**src/rtl/chronometer_display.sv**
```systemverilog
// rtl/chronometer_display.sv - binary count to BCD converter driving a multiplexed 7-segment display
//
// Ports:
//   clk          system clock
//   resetN       synchronous active-low reset
//   recordTimer  binary count from the chronometer, sampled once per conversion
//   bcdDigits    latched BCD result, digit 0 in bits [3:0]
//   bcdValid     one-cycle pulse when bcdDigits/overflow update
//   overflow     high while the shown value is saturated to all nines
//   segments     segment drive {g,f,e,d,c,b,a}
//   anodes       one-hot digit select, bit i drives digit i
module chronometer_display #(
  parameter int FREQ_IN            = 12000000,
  parameter int LIMIT_RECORD_TIMER = 1000,
  parameter int DIGITS             = 4,
  parameter int SCAN_HZ            = 1000,
  parameter int ACTIVE_LOW         = 1,
  parameter int BLANK_LEADING      = 1,
  localparam int IN_W              = $clog2(LIMIT_RECORD_TIMER)
) (
  input  logic                  clk,
  input  logic                  resetN,
  input  logic [IN_W-1:0]       recordTimer,
  output logic [4*DIGITS-1:0]   bcdDigits,
  output logic                  bcdValid,
  output logic                  overflow,
  output logic [6:0]            segments,
  output logic [DIGITS-1:0]     anodes
);

  // Decimal digits needed for 2^IN_W-1: ceil(IN_W*log10(2)) in fixed point.
  localparam int NB       = (IN_W * 30103 + 99999) / 100000;
  // Keep at least one digit above the display so the saturation test always has bits to look at.
  localparam int NBX      = (NB > DIGITS) ? NB : DIGITS + 1;
  localparam int SCAN_DIV = FREQ_IN / (SCAN_HZ * DIGITS);
  localparam int PW       = (SCAN_DIV > 1) ? $clog2(SCAN_DIV) : 1;
  localparam int XW       = (DIGITS > 1) ? $clog2(DIGITS) : 1;
  localparam int CW       = $clog2(IN_W + 1);

  localparam logic [6:0]        SEG_OFF = (ACTIVE_LOW != 0) ? 7'h7F : 7'h00;
  localparam logic [DIGITS-1:0] AN_OFF  = (ACTIVE_LOW != 0) ? {DIGITS{1'b1}} : {DIGITS{1'b0}};

  typedef enum logic [1:0] {
    IDLE  = 2'd0,
    SHIFT = 2'd1,
    DONE  = 2'd2
  } state_t;

  state_t              state;
  state_t              state_nxt;
  logic                load_en;
  logic                shift_en;
  logic                done_en;
  logic [CW-1:0]       bitcnt;
  logic [IN_W-1:0]     shreg;
  logic [4*NBX-1:0]    bcd;
  logic [4*NBX-1:0]    bcd_adj;
  logic                upper_nz;

  // ---------------------------------------------------------------------------
  // Conversion FSM
  // ---------------------------------------------------------------------------
  always_ff @(posedge clk) begin
    if (!resetN) begin
      state <= IDLE;
    end else begin
      state <= state_nxt;
    end
  end

  always_comb begin
    state_nxt = state;
    case (state)
      IDLE:    state_nxt = SHIFT;
      SHIFT:   if (bitcnt == CW'(1)) state_nxt = DONE;
      DONE:    state_nxt = IDLE;
      default: state_nxt = IDLE;
    endcase
  end

  always_comb begin
    load_en  = (state == IDLE);
    shift_en = (state == SHIFT);
    done_en  = (state == DONE);
  end

  // Double-dabble correction: any digit that would reach 10+ after the shift is pre-biased by 3.
  always_comb begin
    bcd_adj = '0;
    for (int i = 0; i < NBX; i++) begin
      if (bcd[4*i +: 4] >= 4'd5) begin
        bcd_adj[4*i +: 4] = bcd[4*i +: 4] + 4'd3;
      end else begin
        bcd_adj[4*i +: 4] = bcd[4*i +: 4];
      end
    end
  end

  always_ff @(posedge clk) begin
    if (!resetN) begin
      shreg  <= '0;
      bcd    <= '0;
      bitcnt <= '0;
    end else if (load_en) begin
      shreg  <= recordTimer;
      bcd    <= '0;
      bitcnt <= CW'(IN_W);
    end else if (shift_en) begin
      {bcd, shreg} <= {bcd_adj, shreg} << 1;
      bitcnt       <= bitcnt - CW'(1);
    end
  end

  assign upper_nz = |bcd[4*NBX-1:4*DIGITS];

  // Result latch: updated on the edge that leaves DONE, together with the valid pulse.
  always_ff @(posedge clk) begin
    if (!resetN) begin
      bcdDigits <= '0;
      overflow  <= 1'b0;
      bcdValid  <= 1'b0;
    end else begin
      bcdValid <= done_en;
      if (done_en) begin
        if (upper_nz) begin
          bcdDigits <= {DIGITS{4'h9}};
          overflow  <= 1'b1;
        end else begin
          bcdDigits <= bcd[4*DIGITS-1:0];
          overflow  <= 1'b0;
        end
      end
    end
  end

  // ---------------------------------------------------------------------------
  // Scan prescaler and digit index
  // ---------------------------------------------------------------------------
  logic [PW-1:0] presc;
  logic [XW-1:0] idx;

  always_ff @(posedge clk) begin
    if (!resetN) begin
      presc <= '0;
      idx   <= '0;
    end else if (presc == PW'(SCAN_DIV - 1)) begin
      presc <= '0;
      idx   <= (idx == XW'(DIGITS - 1)) ? '0 : idx + XW'(1);
    end else begin
      presc <= presc + PW'(1);
    end
  end

  // ---------------------------------------------------------------------------
  // Digit select, leading-zero blanking and decode
  // ---------------------------------------------------------------------------
  function automatic logic [6:0] seg7(input logic [3:0] d);
    logic [6:0] s;
    case (d)
      4'd0:    s = 7'h3F;
      4'd1:    s = 7'h06;
      4'd2:    s = 7'h5B;
      4'd3:    s = 7'h4F;
      4'd4:    s = 7'h66;
      4'd5:    s = 7'h6D;
      4'd6:    s = 7'h7D;
      4'd7:    s = 7'h07;
      4'd8:    s = 7'h7F;
      4'd9:    s = 7'h6F;
      default: s = 7'h00;
    endcase
    return s;
  endfunction

  logic [DIGITS-1:0] zero_from;   // bit i: digit i and all digits above it are zero
  logic [DIGITS-1:0] an_sel;
  logic [3:0]        cur_digit;
  logic              cur_zero;
  logic              cur_blank;
  logic [6:0]        cur_seg;

  always_comb begin
    zero_from = '0;
    zero_from[DIGITS-1] = (bcdDigits[4*DIGITS-1 -: 4] == 4'd0);
    for (int i = DIGITS - 2; i >= 0; i--) begin
      zero_from[i] = zero_from[i+1] && (bcdDigits[4*i +: 4] == 4'd0);
    end

    cur_digit = 4'd0;
    cur_zero  = 1'b0;
    an_sel    = '0;
    for (int i = 0; i < DIGITS; i++) begin
      if (idx == XW'(i)) begin
        cur_digit = bcdDigits[4*i +: 4];
        cur_zero  = zero_from[i];
        an_sel[i] = 1'b1;
      end
    end

    // Digit 0 is never blanked; a saturated display shows every nine.
    cur_blank = (BLANK_LEADING != 0) && !overflow && (idx != '0) && cur_zero;
    cur_seg   = cur_blank ? 7'h00 : seg7(cur_digit);
  end

  // Segments and anodes share one register stage so they switch on the same edge.
  always_ff @(posedge clk) begin
    if (!resetN) begin
      segments <= SEG_OFF;
      anodes   <= AN_OFF;
    end else begin
      segments <= (ACTIVE_LOW != 0) ? ~cur_seg : cur_seg;
      anodes   <= (ACTIVE_LOW != 0) ? ~an_sel  : an_sel;
    end
  end

endmodule

```
**config.mk**
```make
export PLATFORM = sky130hd
export DESIGN_NAME = chronometer_display
export DESIGN_NICKNAME = d
export VERILOG_FILES = /design/src/rtl/chronometer_display.sv
export SDC_FILE = /design/constraint.sdc
export NUM_CORES = 1
export LEC_CHECK = 0
export CAP_MARGIN = 20
export CORE_ASPECT_RATIO = 1.75
export CORE_MARGIN = 10
export CORE_UTILIZATION = 45
export CTS_CLUSTER_SIZE = 20
export DETAILED_ROUTE_END_ITERATION = 8
export PLACE_DENSITY = 0.78
export SETUP_SLACK_MARGIN = 0.2
export SYNTH_ARGS = -nofsm -noshare
export SYNTH_HDL_FRONTEND = slang
export SYNTH_SLANG_ARGS = --single-unit
export TNS_END_PERCENT = 50
```
**constraint.sdc**
```tcl
create_clock -name clk -period 2 [get_ports clk]
set_input_delay 0.4 -clock clk [delete_from_list [all_inputs] [get_ports clk]]
set_output_delay 0.4 -clock clk [all_outputs]
set_load 0.005 [all_outputs]
```
# [Word-level counts from Yosys, hierarchy flattened]
# Memories as Yosys holds them, arrays and structs flattened.
# Cells that the tools add are included.
# Widths: inputs -> output; s select.
[word_totals] ff_bits=79 rom_bits=112 input_bits=12 output_inout_bits=29 elab_cells=81 n_memories=1
[classes] add_sub_neg=8 n_lt_le_gt_ge=5 eq_ne=8 mux=27 bitwise_logic=3 reduce_logical=17
[mem_list] memory="(no name shown)" words=16 word_bits=7 rd=1 rd_clocked_by_memory_dff=0 write_ports=0 line="159" text="case (d)"
[ops] op="$mux 4" n=10
[ops] op="$ge 4x3->1 const B" n=5
[ops] op="$mux 10" n=2
[ops] op="$add 4x2->4 const B" n=4
[ops] op="$logic_not 4->1" n=4
[ops] op="$mux 16" n=1
[ops] op="$add 12x1->12 const B" n=1
[ops] op="$eq 12x12->1 const B" n=1
[ops] op="$mux 1" n=9
[ops] op="$mux 7" n=1
[ops] op="$not 7->7" n=1
[ops] op="$eq 2x2->1 const B" n=3
[ops] op="$logic_and 1x1->1" n=5
[ops] op="$eq 2x1->1 const B" n=2
[ops] op="$eq 4x1->1 const B" n=1
[ops] op="$logic_not 2->1" n=2
[ops] op="$mux 2" n=2
[ops] op="$not 4->4" n=1
[ops] op="$pmux 2 s2" n=1
[ops] op="$reduce_bool 2->1" n=2
[ops] op="$reduce_or 2->1" n=2
[ops] op="$reduce_or 4->1" n=1
[ops] op="$sub 4x1->4 const B" n=1
[ops] op="$add 3x2->3 const B" n=1
[ops] op="other kinds (5)" n=5

# [Longest topological paths before layout]
[logic_depth] depth_word=11 ltp_mapped=10

# [Least setup slack after synthesis]
# OpenSTA, ideal clock, no wires.
[synth_timing] kind="reg2reg" startpoint="register idx[1]" endpoint="register segments[3]" t_arrival_ns=1.974 required_time_ns=1.876 slack_ns=-0.098 stages_incl_launch_ff=11 path_cell_list="dfxtp_1 inv_1 ha_1 clkbuf_1 nand3b_1 a221oi_2 inv_1 ha_1 nor2b_1 nor3_1 a21boi_1"
[synth_via] elab_chain_len=8
[synth_lines] element="start, declared" line="140" text="logic [XW-1:0] idx;"
[synth_lines] element="start signal, assigned" line="148" text="idx <= (idx == XW'(DIGITS - 1)) ? '0 : idx + XW'(1);"
[synth_lines] element="$logic_not 2->1" line="193" text="if (idx == XW'(i)) begin"
[synth_lines] element="$mux 4 or $mux 1 (tied branches) (4 in a row)" line="193"
[synth_lines] element="$mem_v2 16x7 or $logic_and 1x1->1 (tied branches)"
[synth_lines] element="$mux 7 (*)" line="202" text="cur_seg = cur_blank ? 7'h00 : seg7(cur_digit);"
[synth_lines] element="$not 7->7 (*)" line="211" text="segments <= (ACTIVE_LOW != 0) ? ~cur_seg : cur_seg;"
[synth_lines] element="end signal, assigned" line="211"
[synth_lines] element="end, declared" line="27" text="output logic [6:0] segments,"
# Every way passes the cells marked *; elsewhere a longest branch is shown, timed or not.
# A chain may end at the register's enable or synchronous reset.

# [Final worst setup path]
[layout_timing] startpoint="register idx[1]" endpoint="register segments[2]"
# The elaborated chain is that of the path after synthesis.

==> impl_metrics.toml <==
[status]
outcome = "complete, no violations"

[timing]
slew_headroom_pct = 66.9
setup_viol = 0
tns_ps = 0
period_minus_slack_ps = 1960
period_share_pct = 98.0
finalMaxSlewViolations = 0
hold_violations = 0
fmax_ghz = 0.510
skew_ps = 9.66
worst_pin_slew_ps = 496
rsz0062_at_grt = "yes"

[critical_path]
crit_fanout = 6
start_kind = "register"
cp-startpoint = "idx[1]"
worstPathRequired_ps = 2230
timing.rr.start = "idx[1]"
cpPeakStageDelay_ps = 390
critPathSlowestCell = "a221o_1"
path_cells = "inv_4 -> ha_4 -> nand3b_1 -> a221o_1 -> buf_6 -> ha_1 -> a21oi_1 -> o211ai_1"
cp-end-kind = "register"
crit_arrival_ps = 2190
ff2ff_setup_slack_ps = 40
worst-setup-path-type = "reg -> reg"
r2r-end = "segments[2]"
reg2reg_depth = 8
crit_end = "segments[2]"

[clock_network]
cts_hold_buf = 0
numCtsBuffers = 9
cts.sinks = 79
h-tree-depth = 3
clockRootBuffer = "clkbuf_16"
clock_latency_ps = 340
cts_tree = "done"
clk_pin_slew_ps = 60
clockBufferDepth = 2

[drt]
first_iter_violations = 141
drc = 0
ant_nets = 0
routedWlPerCell_um = 16.4
drt-pass1-iter-count = 4
wirelength_mm = 9.20
via_count = 3225
viasPerCell = 5.77

[die]
initial_core_util_pct = 46.5
die_h_um = 140
rows = 43
io_pins = 41
coreArea_um2 = 7960
dieArea_um2 = 12400
chipWidth_um = 88.6

[finish]
register_area_um2 = 1590
fin_area_um2 = 4830
layout-drive-gt1-share_pct = 15.6
multiInputGateArea_um2 = 2140
fillCellCount = 658
fin_cells = 559
area_delta_synth_final_pct = 30.6
diodes = 0
fin_nets = 499

[pwr]
vdd_ir_drop_max_uv = 555
power.share.sequential_pct = 47.9
internal_power_mw = 2.66
p_leak_nw = 1.92
power.density_nw_per_um2 = 707
p_comb_share_pct = 6.3
clkPwrFrac_pct = 45.9
p_sw_share_pct = 22.1
p_total_mw = 3.41
switching_power_mw = 0.754

[grt]
overflow = 0
grt_pass1_wl_mm = 14.8
grt_pass1_vias = 3318
antenna_found_initial = 0
grt.total_usage_pct = 14.7
grt_max_degree = 48

[synthesis]
synth.distinct_cells = 42
ys_warn_count = 0
synth_area_um2 = 3700
synthCells = 412
synth_nets = 447
synth_seq_area_share_pct = 42.7
synth.avg_cell_area_um2 = 8.98
synth-seq-cells = 79

[job]
max_cap_violations = 0

[place]
placed_cells = 532
dpl-instance-area_um2 = 4270
place.gp.congestion = 0.970
dpl.hpwl_mm = 6.14
portBuffers = 40

[worst_hold_path]
hold_class = "reg -> reg"
==> what timing repair did <==
| item | CTS | global route |
|---|---|---|
| resized for setup | 31 | 11 |
| cloned | 1 | 0 |
| setup buffers | 9 | 1 |
| endpoints found under the setup margin | 7 | 11 |
| pin swaps | 11 | 6 |
==> layer usage <==
metal | share of wire, % | GRT usage, %
met5 | 0 | 0
met3 | 6.2 | 4.12
met2 | 53 | 26.2
met1 | 37 | 14.4
met4 | 3.4 | 8.90
==> worst min path at each step <==
stage,depth (start not counted),startpoint,to
2_1_floorplan,1,presc[0],presc[0]
3_3_place_gp,1,presc[0],presc[0]
3_5_place_dp,1,presc[0],presc[0]
4_1_cts,1,presc[0],presc[0]
5_1_grt,1,presc[0],presc[0]
6_report,1,presc[0],presc[0]
==> cells in the final DEF (no fill, tap or decap), types with 6 or more instances in the layout <==
cell type / synthesis / layout
ha_4: 0 / 6
clkbuf_16: 0 / 9
ha_1: 23 / 17
nor3b_1: 10 / 8
xor2_1: 7 / 7
dfxtp_1: 79 / 77
a21oi_1: 26 / 26
nand2b_1: 7 / 7
xnor2_1: 12 / 12
and3_1: 11 / 11
nand2_1: 10 / 8
mux2i_1: 16 / 16
nand3_1: 16 / 16
o21ai_0: 15 / 15
inv_1: 22 / 19
buf_4: 0 / 20
clkdlybuf4s50_1: 0 / 40
nor2_1: 61 / 59
a22oi_1: 19 / 19
==> area by class of cell <==
| class | count | area share (%) |
|---|---|---|
| well taps | 90 | 2.33 |
| flip-flops and latches | 79 | 32.9 |
| multi-input cells | 287 | 44.3 |
| clock buffers | 14 | 5.67 |
| inverters | 22 | 1.76 |
| clock inverters | 2 | 0.285 |
| repair buffers | 65 | 12.7 |
==> cell usage after synthesis <==
| cell | count | area, um^2 |
|---|---|---|
| a211oi_1 | 5 | 37.5 |
| a21boi_1 | 1 | 7.51 |
| a21o_1 | 5 | 37.5 |
| a21oi_1 | 26 | 130 |
| a221o_1 | 2 | 20.0 |
| a221oi_1 | 3 | 26.3 |
| a221oi_2 | 1 | 15.0 |
| a221oi_4 | 1 | 26.3 |
| a22oi_1 | 19 | 143 |
| a2bb2oi_1 | 2 | 17.5 |
| a311oi_1 | 1 | 8.76 |
| a32oi_1 | 4 | 35.0 |
| and2_1 | 2 | 12.5 |
| and3_1 | 11 | 68.8 |
| buf_1 | 5 | 18.8 |
| buf_2 | 3 | 15.0 |
| clkbuf_1 | 15 | 56.3 |
| clkbuf_2 | 1 | 5.00 |
| dfxtp_1 | 79 | 1580 |
| ha_1 | 23 | 288 |
| inv_1 | 22 | 82.6 |
| mux2i_1 | 16 | 160 |
| nand2_1 | 10 | 37.5 |
| nand2b_1 | 7 | 43.8 |
| nand3_1 | 16 | 80.1 |
| nand3b_1 | 5 | 37.5 |
| nand4_1 | 1 | 6.26 |
| nor2_1 | 61 | 229 |
| nor2b_1 | 3 | 18.8 |
| nor3_1 | 3 | 15.0 |
| nor3b_1 | 10 | 75.1 |
| nor4_1 | 2 | 12.5 |
| nor4b_1 | 1 | 8.76 |
| o211ai_1 | 2 | 15.0 |
| o21ai_0 | 15 | 75.1 |
| o221a_2 | 4 | 45.0 |
| o22a_1 | 1 | 8.76 |
| o22ai_1 | 1 | 6.26 |
| or3_1 | 2 | 12.5 |
| or4_1 | 2 | 15.0 |
| xnor2_1 | 12 | 105 |
| xor2_1 | 7 | 61.3 |
==> cells by family after synthesis <==
logic type / share of synthesized area, %
simple gates: 18.2
compound gates: 17.7
flops: 42.7
buf+inv: 4.80
fa+ha+maj: 7.78
xor+xnor: 4.50
mux: 4.33
==> power by group through the flow <==
| stage | clock, mW | combinational (mW) | sequential, mW |
|---|---|---|---|
| 5_1_grt | 1.65 | 0.239 | 1.64 |
| 6_report | 1.57 | 0.215 | 1.63 |
| 4_1_cts | 1.59 | 0.214 | 1.63 |
| 3_3_place_gp | 0 | 0.201 | 1.67 |
| 2_1_floorplan | 0 | 0.123 | 1.67 |
| 3_5_place_dp | 0 | 0.207 | 1.67 |
==> metrics by stage <==
| step | hold WS [ps] | util [%] | worst slack (ps) |
|---|---|---|---|
| global route | 494 | 60.7 | -11.9 |
| floorplan | 426 | - | 19.6 |
| finish | 456 | 60.7 | 39.1 |
| global placement | 441 | 53.6 | 6.46 |
| CTS | 458 | 59.9 | 111 |
| detailed placement | 446 | 53.6 | -125 |
==> flip-flops by register name, indices dropped and copies added (netlist names) <==
| name | flops |
|---|---|
| state | 2 |
| presc | 12 |
| shreg | 10 |
| idx | 2 |
| bcdDigits | 16 |
| bcd | 20 |
| segments | 7 |
| bcdValid | 1 |
| bitcnt | 4 |
| anodes | 4 |
| overflow | 1 |
==> critical path, delay by kind of cell, from the launching register on <==
kind	cells	cell delay [ps]
AOI/OAI and AO/OA	3	660
adders and majority gates	2	410
DFF	1	380
buffers and inverters	2	200
and+or+nand+nor	1	190
Power figures use the tool's default switching activity.
